--- src/rtl/rf_wr_arbiter_pkg.sv ---
// Shared widths and state encoding for the register-file write-port arbiter.
package rf_wr_arbiter_pkg;

    localparam int unsigned CPU_REGNO_WIDTH = 5;
    localparam int unsigned CPU_REG_WIDTH   = 32;

    typedef enum logic {
        ARB_IDLE  = 1'b0,
        ARB_FORCE = 1'b1
    } arb_state_e;

endpackage

--- src/rtl/rf_wr_arbiter.sv ---
// Register-file write-port arbiter: writeback has priority, MDU results fill free or stalled slots.
// Optional starvation guard (forced one-cycle stall) enabled by defining RF_WR_ARB_STARVE_EN.
module rf_wr_arbiter
    import rf_wr_arbiter_pkg::*;
#(
    parameter int unsigned STARVE_LIMIT = 8,
    parameter int unsigned CNT_WIDTH    = 4
) (
    input  logic                       clk,
    input  logic                       nrst,
    input  logic                       i_exec_stall,
    input  logic                       i_mem_stall,
    input  logic                       i_fetch_stall,
    input  logic [CPU_REGNO_WIDTH-1:0] i_wb_rd_no,
    input  logic [CPU_REG_WIDTH-1:0]   i_wb_rd_val,
    input  logic                       i_mdu_req,
    input  logic [CPU_REGNO_WIDTH-1:0] i_mdu_rd_no,
    input  logic [CPU_REG_WIDTH-1:0]   i_mdu_rd_val,
    output logic                       o_mdu_ack,
    output logic                       o_arb_stall,
    output logic [CPU_REGNO_WIDTH-1:0] o_rf_wr_no,
    output logic [CPU_REG_WIDTH-1:0]   o_rf_wr_val
);

    if (STARVE_LIMIT < 2 || STARVE_LIMIT > (2 ** CNT_WIDTH) - 1) begin : g_bad_limit
        $error("rf_wr_arbiter: STARVE_LIMIT out of range for CNT_WIDTH");
    end

    logic                       arb_stall_q;
    logic                       core_stall;
    logic                       grant;
    logic [CPU_REGNO_WIDTH-1:0] wr_no_q,  wr_no_d;
    logic [CPU_REG_WIDTH-1:0]   wr_val_q, wr_val_d;

    assign core_stall = i_exec_stall | i_mem_stall | i_fetch_stall | arb_stall_q;
    assign grant      = i_mdu_req & ((i_wb_rd_no == '0) | core_stall);

    assign o_mdu_ack   = grant;
    assign o_arb_stall = arb_stall_q;
    assign o_rf_wr_no  = wr_no_q;
    assign o_rf_wr_val = wr_val_q;

    // A stalled writeback stage re-presents its held value after release, so a
    // stalled slot can be handed to the MDU without losing writeback data.
    always_comb begin
        wr_no_d  = wr_no_q;
        wr_val_d = wr_val_q;
        if (grant) begin
            wr_no_d  = i_mdu_rd_no;
            wr_val_d = i_mdu_rd_val;
        end else if (!core_stall) begin
            wr_no_d  = i_wb_rd_no;
            wr_val_d = i_wb_rd_val;
        end else begin
            wr_no_d  = '0;
        end
    end

    always_ff @(posedge clk or negedge nrst) begin
        if (!nrst) begin
            wr_no_q  <= '0;
            wr_val_q <= '0;
        end else begin
            wr_no_q  <= wr_no_d;
            wr_val_q <= wr_val_d;
        end
    end

`ifdef RF_WR_ARB_STARVE_EN
    localparam logic [CNT_WIDTH-1:0] CNT_LAST = CNT_WIDTH'(STARVE_LIMIT - 1);

    arb_state_e           state_q, state_d;
    logic [CNT_WIDTH-1:0] wait_cnt_q, wait_cnt_d;
    logic                 arb_stall_d;

    always_comb begin
        state_d     = state_q;
        wait_cnt_d  = wait_cnt_q;
        arb_stall_d = 1'b0;
        unique case (state_q)
            ARB_IDLE: begin
                if (i_mdu_req && !grant) begin
                    if (wait_cnt_q == CNT_LAST) begin
                        state_d     = ARB_FORCE;
                        arb_stall_d = 1'b1;
                    end else if (wait_cnt_q != '1) begin
                        wait_cnt_d = wait_cnt_q + CNT_WIDTH'(1);
                    end
                end else begin
                    wait_cnt_d = '0;
                end
            end
            // The forced stall guarantees the grant; a dropped req also lands back in IDLE.
            ARB_FORCE: begin
                state_d    = ARB_IDLE;
                wait_cnt_d = '0;
            end
            default: begin
                state_d    = ARB_IDLE;
                wait_cnt_d = '0;
            end
        endcase
    end

    always_ff @(posedge clk or negedge nrst) begin
        if (!nrst) begin
            state_q     <= ARB_IDLE;
            wait_cnt_q  <= '0;
            arb_stall_q <= 1'b0;
        end else begin
            state_q     <= state_d;
            wait_cnt_q  <= wait_cnt_d;
            arb_stall_q <= arb_stall_d;
        end
    end
`else
    assign arb_stall_q = 1'b0;
`endif

endmodule

--- config.mk ---
export PLATFORM = sky130hd
export DESIGN_NAME = rf_wr_arbiter
export DESIGN_NICKNAME = d
export VERILOG_FILES = /design/src/rtl/rf_wr_arbiter_pkg.sv /design/src/rtl/rf_wr_arbiter.sv
export SDC_FILE = /design/constraint.sdc
export NUM_CORES = 1
export LEC_CHECK = 0
export ABC_AREA = 1
export CORE_AREA = 5 5 78 80
export CTS_BUF_LIST = sky130_fd_sc_hd__clkbuf_8
export DETAILED_ROUTE_END_ITERATION = 16
export DIE_AREA = 0 0 83 85
export GPL_ROUTABILITY_DRIVEN = 0
export PLACE_DENSITY = 0.81
export RECOVER_POWER = 25
export SYNTH_ARGS = -nofsm -noshare
export SYNTH_HDL_FRONTEND = slang
export SYNTH_SLANG_ARGS = --single-unit
--- constraint.sdc ---
create_clock -name clk -period 1.33 [get_ports clk]
set_input_delay 0.266 -clock clk [delete_from_list [all_inputs] [get_ports clk]]
set_output_delay 0.266 -clock clk [all_outputs]
set_load 0.005 [all_outputs]
Yosys cells after proc, flatten, opt, wreduce, memory -nomap -nowiden
Cells that the tools add are included.

operators by class
  equality and inequality tests = 1
  muxes and demuxes = 4
  bitwise operators = 4
  reductions and logical operators = 1

operators with widths
  kind                count
  $mux 32             2
  $mux 5              2
  $logic_not 5->1     1
  $or 1x1->1          3
  $ne 2x2->1 const B  1
  $and 1x1->1         1

storage, ports and cells
  flip-flop bits (word level) = 37
  word-level logic and storage cells = 12

Depth between registers and ports, before layout
Gate-level depths: netlist of run 1.

  word-level depth = 5
  mapped depth = 7
  gate-level depth less buffers = 7

Least setup slack after synthesis of run 1
No wires, ideal clock.

  kind = input -> output
  start point = input i_mem_stall
  end point = output o_mdu_ack
  data arrival time = 869 ps
  required time = 1064 ps
  setup slack = 195 ps
  cell stages on the path = 4
  path buffers = 0
  path through = nor3_4 nand2_4 nand2_4 inv_1

between the ends
  word-level cells in the longest chain between the ends = 4

RTL lines
  element                  line                 source
  start: declaration       rf_wr_arbiter.sv:12  input logic i_mem_stall,
  $or 1x1->1 (2 in a row)  rf_wr_arbiter.sv:35  assign core_stall = i_exec_stall | i_mem_stall | i_fetch_stall | arb_stall_q;
  $or 1x1->1               rf_wr_arbiter.sv:36  assign grant = i_mdu_req & ((i_wb_rd_no == '0) | core_stall);
  $and 1x1->1              rf_wr_arbiter.sv:36
  end: declaration         rf_wr_arbiter.sv:19  output logic o_mdu_ack,

No other way between the ends.

Worst setup path in the final report of run 1
  start point = input i_exec_stall
  end point = output o_mdu_ack

between the ends
  word-level cells in the longest chain between the ends = 4

RTL lines
  element                  line                 source
  start: declaration       rf_wr_arbiter.sv:11  input logic i_exec_stall,
  $or 1x1->1 (2 in a row)  rf_wr_arbiter.sv:35
  $or 1x1->1               rf_wr_arbiter.sv:36
  $and 1x1->1              rf_wr_arbiter.sv:36

No other way between the ends.

==> results of run 1 <==
-- registers in the layout, summed over array words and instances (netlist names) --
name / flops
o_rf_wr_no: 5
o_rf_wr_val: 32
-- cells in the final DEF (no fill, tap or decap), drive strengths merged --
| cell type | instances |
|---|---|
| inv | 36 |
| conb | 1 |
| clkdlybuf4s15 | 3 |
| dlygate4sd3 | 1 |
| clkdlybuf4s50 | 69 |
| nand2 | 78 |
| dlymetal6s2s | 1 |
| dlygate4sd2 | 39 |
| nor3 | 1 |
| clkinv | 2 |
| nand3 | 66 |
| o21ai | 1 |
| nor2 | 35 |
| clkbuf | 10 |
| buf | 16 |
| dfrtp | 37 |
-- where the power goes --
part           leakage (nW)  switching [mW]  internal (mW)
Combinational          1.25           0.322          0.460
Clock                0.0491           0.390          0.356
Sequential            0.458          0.0582           1.24
Total                  1.76           0.770           2.06
-- how the worst max path moves through the flow --
stage / endpoint / slack (ns)
2_1_floorplan: o_mdu_ack / 0.19
3_3_place_gp: o_mdu_ack / -0.60
3_5_place_dp: o_mdu_ack / -0.66
4_1_cts: o_mdu_ack / -0.02
5_1_grt: o_mdu_ack / 0.02
6_report: o_mdu_ack / 0.07
-- logic make-up after synthesis --
group,synth area share (%)
AOI/OAI and AO/OA,0.2505
and+or+nand+nor,40.13
buffers and inverters,13.04
DFF,46.40
other,0.1879
-- cells in the mapped netlist --
master / count / area share (%)
nand2_1: 76 / 14
nand3_1: 63 / 16
dfrtp_1: 37 / 46
nor2_1: 35 / 6.6
inv_1: 34 / 6.4
buf_2: 7 / 1.8
buf_6: 3 / 1.7
clkbuf_1: 3 / 0.56
clkbuf_8: 3 / 2.1
nand3_2: 3 / 1.5
nand2_4: 2 / 1.1
buf_4: 1 / 0.38
conb_1: 1 / 0.19
inv_2: 1 / 0.19
nor3_4: 1 / 0.82
o21ai_0: 1 / 0.25
-- stage by stage --
step / instances / power (mW) / setup TNS [ns]
3_5_place_dp: 455 / 2.178 / -15.39
2_1_floorplan: 271 / 1.584 / 0
3_3_place_gp: 455 / 2.158 / -13.07
4_1_cts: 468 / 2.865 / -0.02347
6_report: 468 / 2.827 / 0
5_1_grt: 468 / 2.996 / 0
-- layout make-up --
cell class | count | area share [%]
well taps | 72 | 2.679
flip-flops and latches | 37 | 27.53
inverters | 35 | 3.906
clock inverters | 3 | 0.4092
clock buffers | 5 | 2.046
multi-input cells | 182 | 24.59
repair buffers | 134 | 38.84
-- worst reg2reg max path, cell delays in order (launching register included) --
cell,delay (ns)
dfrtp_1,0.39
buf_4,0.13
nand2_1,0.06
nand3_1,0.07
-- routing by layer --
layer  GRT usage, %  wire (um)  vias to the layer above
met3          5.534        475                       10
li1               -          -                     1079
met2          32.87       3159                      107
met4          4.606         75                        0
met5              0          0                        -
met1          21.49       2700                      987
-- timing repair --
item	in CTS	in global routing
hold buffers	1	0
setup endpoints to repair	71	26
hold endpoints to repair	18	0
pin swaps	4	5
buffers inserted	5	0
resized for setup	54	15
==> flow_summary.ini, run 1 <==
[outcome]
outcome = finished, final reports clean

[finish]
fin_area_mm2 = 0.003363
syn_to_final_growth_pct = 68.53
utilization_pct = 63.01
layout.nets = 475
antenna_cells = 0
multi_input_area_um2 = 827.0
drive_gt1_share_pct = 10.10
seq_area_um2 = 925.9
nFillCells = 504

[job]
maxCapViolCount = 0

[synthesis]
seq_area_frac_synth_pct = 46.39
syn_inst = 271
avgSynthCellArea_um2 = 7.364
synth_cell_types = 16
syn-num-nets = 351
ys_ff_latch = 37
yosysWarnings = 0
synth_area_mm2 = 0.001996

[critical_path]
arrival_ns = 0.99
worstReg2RegStart = o_rf_wr_val[6]
crit_start = i_exec_stall
cp.required_ns = 1.06
critPathBufInv = 3
endpoint_kind = output pin
cp_top_family = simple AND/OR/NAND/NOR gates
crit_type = input pin to output pin
r2r_slack_ns = 0.58
r2r_end = o_rf_wr_val[6]
max_stage_delay_ns = 0.24
path_cells = clkdlybuf4s15_1, nor3_4, nand2_4, nand2_4, inv_2, buf_6
cp_common_cell = nand2_4
critPathLaunchType = input pin
critical_path.slowest_cell = nor3_4
worst-path-stages = 6
r2r_cells = 3
cp_max_fo = 2

[clock_network]
cts-htree-levels = 2
clock_latency_ns = 0.28
cts_inserted_buffers = 5
cts_buffer_depth = 2
clkSinkCount = 37
cts_tree = built
path_clk_slew_ns = 0.07
cts_root_buf = clkbuf_8

[drt]
routedWlPerCell_um = 13.70
ant_nets = 0
num_vias = 2183
routed_wirelength_mm = 6.411
vias_per_cell = 4.665
firstDrtPassIters = 4
drcViolationCount = 0
drtIter0Drc = 124

[floorplanning]
die_w_um = 83
rows = 27
core_mm2 = 0.005338
die-area_mm2 = 0.007055
initial_core_util_pct = 37.39
pin_count = 119
die_h_um = 85

[timing]
setup_viol_count_final = 0
skew_ns = 0
fin_ws_ns = 0.07024
period_minus_slack_ns = 1.260
slew_violations = 0
rsz0062_at_grt = false
min_period_over_period_pct = 94.72
max-slew-margin-rel_pct = 65.60
max_freq_ghz = 0.7938
worst-slew-pin-transition_ns = 0.5159
worst_hold_slack_ns = 0.2201
finalHoldViolCount = 0

[hold_path]
whs_endpoint = o_rf_wr_no[3]
hold_path.class = input pin to register
hold_depth = 3
hold_start = i_wb_rd_no[3]

[global_route]
antenna_found_initial = 0
grt_usage_pct = 18.36
grt_max_degree = 34
grt_pass1_vias = 2201
overflow = 0
grt_first_pass_wirelength_mm = 10.69

[placed_design]
hpwl_mm = 4.748
post_dp_cell_area_mm2 = 0.003278
portBuffers = 117
pre_cts_slack_ns = -0.6554

[power_and_ir_drop]
ir_worst_vdd_v = 0.0005054
p_per_area_mw_per_mm2 = 840.6
leakage_nw = 1.759
(Power assumes the default switching activity.)
==> run 2, diff against run 1 <==
--- a/config.mk
+++ b/config.mk
@@ -11,6 +11,7 @@
 export DETAILED_ROUTE_END_ITERATION = 16
 export DIE_AREA = 0 0 83 85
 export GPL_ROUTABILITY_DRIVEN = 0
+export GPL_TIMING_DRIVEN = 0
 export PLACE_DENSITY = 0.81
 export RECOVER_POWER = 25
 export SYNTH_ARGS = -nofsm -noshare
==> run 2 against run 1 <==
  * Worst setup slack worse by 0.018 ns
  * First-iteration DRC count down 30%
  * Register-to-register slack about the same
  * Combinational power shrank 0.8%
  * Non-clock buffer count up 9
  * Power is 0.78% lower
  * Sequential power barely moved
  * Clock skew unchanged
  * Sequential share of layout area about the same
  * Critical path type unchanged
==> flow_summary.ini, run 2 (synthesis gave the netlist of run 1 again) <==
[critical_path]
endpoint_kind = output pin
arrival_ns = 1.01
critical_path.slowest_cell = nor3_4
cp.required_ns = 1.06
max_stage_delay_ns = 0.23
critPathLaunchType = input pin
r2r_cells = 3
worstReg2RegStart = o_rf_wr_val[0]
crit_type = input pin to output pin
crit_start = i_exec_stall
path_cells = clkdlybuf4s15_1, nor3_4, nand2_4, nand2_8, inv_4, buf_6
r2r_slack_ns = 0.57
r2r_end = o_rf_wr_val[0]
cp_max_fo = 2

[global_route]
antenna_found_initial = 0
grt_usage_pct = 17.76
grt_pass1_vias = 2142
grt_max_degree = 38
overflow = 0
grt_first_pass_wirelength_mm = 10.31

[clock_network]
path_clk_slew_ns = 0.07
cts_buffer_depth = 2
cts_tree = built
clock_latency_ns = 0.28
hold_buffers = 0
clkSinkCount = 37
cts_root_buf = clkbuf_8
cts_inserted_buffers = 5
cts-htree-levels = 2

[timing]
setup_viol_count_final = 0
max_freq_ghz = 0.7826
tns_ns = 0
rsz0062_at_grt = false
period_minus_slack_ns = 1.278
skew_ns = 0
worst_hold_slack_ns = 0.1171
min_period_over_period_pct = 96.08
max-slew-margin-rel_pct = 36.76
worst-slew-pin-transition_ns = 0.9486
slew_violations = 0
finalHoldViolCount = 0

[power_and_ir_drop]
clock_power_share_pct = 26.1
p_sw_share_pct = 27.00
comb_power_share_pct = 27.7
p_per_area_mw_per_mm2 = 833.4
p_seq_share_pct = 46.2
leakage_nw = 1.765
p_switching_uw = 757.3
p_int_mw = 2.048
ir_worst_vdd_v = 0.0003600

[drt]
vias_per_cell = 4.570
drtIter0Drc = 87
firstDrtPassIters = 5
ant_nets = 0
drcViolationCount = 0
routed_wirelength_mm = 6.303
routedWlPerCell_um = 13.21
num_vias = 2180

[job]
maxCapViolCount = 0

[floorplanning]
die_w_um = 83
core_mm2 = 0.005338
die-area_mm2 = 0.007055
pin_count = 119
initial_core_util_pct = 37.39
die_h_um = 85
rows = 27

[finish]
layout.nets = 484
utilization_pct = 63.06
syn_to_final_growth_pct = 68.65
finalNonFillerCells = 477
largest_reg_flops = 32
fin_area_mm2 = 0.003366
antenna_cells = 0
layout_commonest_cell = nand2_1
mostFrequentLayoutCells = 76 x nand2_1, 69 x clkdlybuf4s50_1, 62 x nand3_1
drive_gt1_share_pct = 10.86

[placed_design]
dp.cells = 459
portBuffers = 116
hpwl_mm = 4.655
post_dp_cell_area_mm2 = 0.003242

[outcome]
outcome = finished, final reports clean

[hold_path]
hold_path.class = input pin to async pin
-- run 2: cell count changes in the layout (fill, tap and decap cells not counted), sizes merged --
cell	change
clkbuf	+3
inv	+2
clkdlybuf4s15	+2
dlygate4sd3	-1
clkinv	-2
dlymetal6s2s	-1
buf	+6
-- run 2: per-layer routing --
layer	GRT usage (%)	routed length (um)
met1	21.30	2693
met2	30.69	3025
met3	6.214	531
met4	4.160	52
met5	0	0
-- run 2: power groups by stage --
stage	registers, mW	logic [mW]	clock network, mW
final	1.30	0.776	0.732
after global routing	1.31	0.852	0.816
after global placement	1.32	0.818	0
after floorplan	1.33	0.253	0
after CTS	1.30	0.786	0.759
after detailed placement	1.32	0.829	0
-- run 2: worst max path at each step --
stage,endpoint,slack (ns),cells after the start
after floorplan,o_mdu_ack,0.19,4
after global placement,o_rf_wr_val[1],-0.93,1
after detailed placement,o_mdu_ack,-0.91,6
after CTS,o_mdu_ack,0.007,7
after global routing,o_mdu_ack,0.008,6
final,o_mdu_ack,0.05,6
-- run 2: through the flow --
stage	total power [mW]	setup WS, ns
final	2.805	0.05218
after global routing	2.979	0.007676
after CTS	2.840	0.007098
after detailed placement	2.150	-0.9084
after global placement	2.137	-0.9334
after floorplan	1.584	0.1946
-- run 2: worst max-delay path, delay by kind of cell --
kind / cells / cell delay [ns]
buffers and inverters: 3 / 0.34
AND/OR/NAND/NOR: 3 / 0.40
-- run 2: repair_timing --
action                                  CTS  global route
pin swaps                                 6             5
cloned                                    0             0
endpoints found under the setup margin   73             1
setup buffers                            10             0
gates resized for setup                  59             5
-- run 2: layout make-up --
cell class	instances	area [um2]
fill	511	1972
timing repair buffer	126	1179
sequential	37	925.9
multi-input combinational	182	828.3
inverter	35	133.9
buffer	17	128.9
tap	72	90.09
clock buffer	5	68.82
clock inverter	3	11.26
==> run 3, diff against run 2 <==
--- a/config.mk
+++ b/config.mk
@@ -6,13 +6,13 @@
 export NUM_CORES = 1
 export LEC_CHECK = 0
 export ABC_AREA = 1
-export CORE_AREA = 5 5 78 80
+export CORE_AREA = 5 5 73 75
 export CTS_BUF_LIST = sky130_fd_sc_hd__clkbuf_8
 export DETAILED_ROUTE_END_ITERATION = 16
-export DIE_AREA = 0 0 83 85
+export DIE_AREA = 0 0 78 80
+export DONT_BUFFER_PORTS = 1
 export GPL_ROUTABILITY_DRIVEN = 0
 export GPL_TIMING_DRIVEN = 0
-export PLACE_DENSITY = 0.81
 export RECOVER_POWER = 25
 export SYNTH_ARGS = -nofsm -noshare
 export SYNTH_HDL_FRONTEND = slang
==> run 3 against run 2 <==
  * Via count decreased by 19%
  * Utilization is 16 points lower
  * Clock skew unchanged
  * Critical path type unchanged
==> flow_summary.ini, run 3 (synthesis gave the netlist of run 1 again) <==
[outcome]
outcome = finished, final reports clean

[timing]
period_minus_slack_ns = 1.217
tns_ns = 0
max-slew-margin-rel_pct = 64.76
fin_ws_ns = 0.1132
min_period_over_period_pct = 91.49
slew_violations = 0
max_freq_ghz = 0.8218
finalHoldViolCount = 0
setup_viol_count_final = 0
rsz0062_at_grt = false
worst-slew-pin-transition_ns = 0.5286
skew_ns = 0

[finish]
fin_area_mm2 = 0.002178
largest_reg_flops = 32
syn_to_final_growth_pct = 9.154
utilization_pct = 47.37
layout.nets = 362
mostFrequentLayoutCells = 76 x nand2_1, 63 x nand3_1, 37 x dfrtp_1
drive_gt1_share_pct = 10.95
layout_commonest_cell = nand2_1
nFillCells = 483
antenna_cells = 0

[floorplanning]
pin_count = 119
die-area_mm2 = 0.006240
core_mm2 = 0.004598
initial_core_util_pct = 43.40
rows = 25
die_h_um = 80
die_w_um = 78

[critical_path]
critPathBufInv = 1
cp_common_cell = nand2_4
cp_max_fo = 7
endpoint_kind = output pin
critPathLaunchType = input pin
crit_type = input pin to output pin
arrival_ns = 0.95
path_cells = nor3_4, nand2_4, nand2_4, inv_1
cp.required_ns = 1.06
max_stage_delay_ns = 0.30
critical_path.slowest_cell = nor3_4
cp_top_family = simple AND/OR/NAND/NOR gates

[clock_network]
clock_latency_ns = 0.28
cts-htree-levels = 2
cts_inserted_buffers = 5
clkSinkCount = 37
cts_root_buf = clkbuf_8
path_clk_slew_ns = 0.07
cts_buffer_depth = 2
cts_tree = built
cts_resized = 0

[power_and_ir_drop]
ir_worst_vdd_v = 0.0003878
leakage_nw = 1.189
p_per_area_mw_per_mm2 = 1115

[hold_path]
hold_path.class = input pin to register

[drt]
vias_per_cell = 5.264
num_vias = 1774
routedWlPerCell_um = 15.96
drtIter0Drc = 141
ant_nets = 0
firstDrtPassIters = 4
routed_wirelength_mm = 5.380
drcViolationCount = 0

[placed_design]
portBuffers = 0
hpwl_mm = 3.844
post_dp_cell_area_mm2 = 0.002063
pre_cts_slack_ns = 0.01001

[global_route]
overflow = 0
grt_max_degree = 38
grt_usage_pct = 17.80
grt_pass1_vias = 1805
antenna_found_initial = 0
grt_first_pass_wirelength_mm = 8.687

[job]
maxCapViolCount = 0
-- run 3: changes by cell type in the layout (fill, tap and decap cells not counted), moves of 2 or more --
cell,before,now
clkdlybuf4s15_1,5,0
clkdlybuf4s50_1,69,0
buf_4,11,3
nor2_1,33,35
clkbuf_2,2,0
nor2_2,2,0
clkinv_2,0,2
dlygate4sd2_1,39,0
-- run 3: final timing paths --
| kind | startpoint | end | slack [ns] | cells after the start |
|---|---|---|---|---|
| min in group asynchronous | nrst | o_rf_wr_val[7] | 0.52 | 2 |
| max in group asynchronous | nrst | o_rf_wr_val[25] | 0.44 | 2 |
| hold / removal | i_mdu_rd_no[3] | o_rf_wr_no[3] | 0.09 | 2 |
| hold reg to reg | o_rf_wr_val[18] | o_rf_wr_val[18] | 0.53 | 2 |
| setup reg to reg | o_rf_wr_val[5] | o_rf_wr_val[5] | 0.64 | 2 |
| setup / recovery | i_fetch_stall | o_mdu_ack | 0.11 | 4 |
-- run 3: final cells by class --
type / count / area (um2) / share of cell area, %
multi-input cells: 182 / 809.5 / 37.16
flip-flops and latches: 37 / 925.9 / 42.50
clock buffers: 5 / 68.82 / 3.159
well taps: 54 / 67.56 / 3.102
plain buffers: 17 / 128.9 / 5.916
inverters: 35 / 131.4 / 6.031
clock inverters: 3 / 13.76 / 0.6318
repair buffers: 4 / 32.53 / 1.493
-- run 3: timing repair --
action,in CTS,in global routing
hold endpoints to repair,37,0
setup endpoints to repair,0,1
buffers inserted,0,2
hold buffers,2,0
-- run 3: routing by layer --
metal  vias up  track usage [%]  share of wire, %
met5         -                0                 0
met4         0            5.068               1.0
met3         5            8.126               9.8
met2        87            28.46                47
met1       827            21.55                42
li1        855                -                 -
-- run 3: per-stage QoR --
step / cells / total power [mW] / hold slack [ns]
CTS: 335 / 2.469 / 0.08279
global placement: 325 / 1.669 / -0.02868
detailed placement: 325 / 1.675 / -0.02865
global route: 337 / 2.577 / 0.07072
floorplan: 271 / 1.584 / -0.02959
finish: 337 / 2.428 / 0.09234
-- run 3: power by group --
part	leakage (nW)	total (mW)	internal, mW	switching, mW
registers	0.458	1.34	1.24	0.0960
logic	0.682	0.338	0.132	0.206
clock network	0.0491	0.752	0.356	0.396
total	1.19	2.43	1.73	0.698
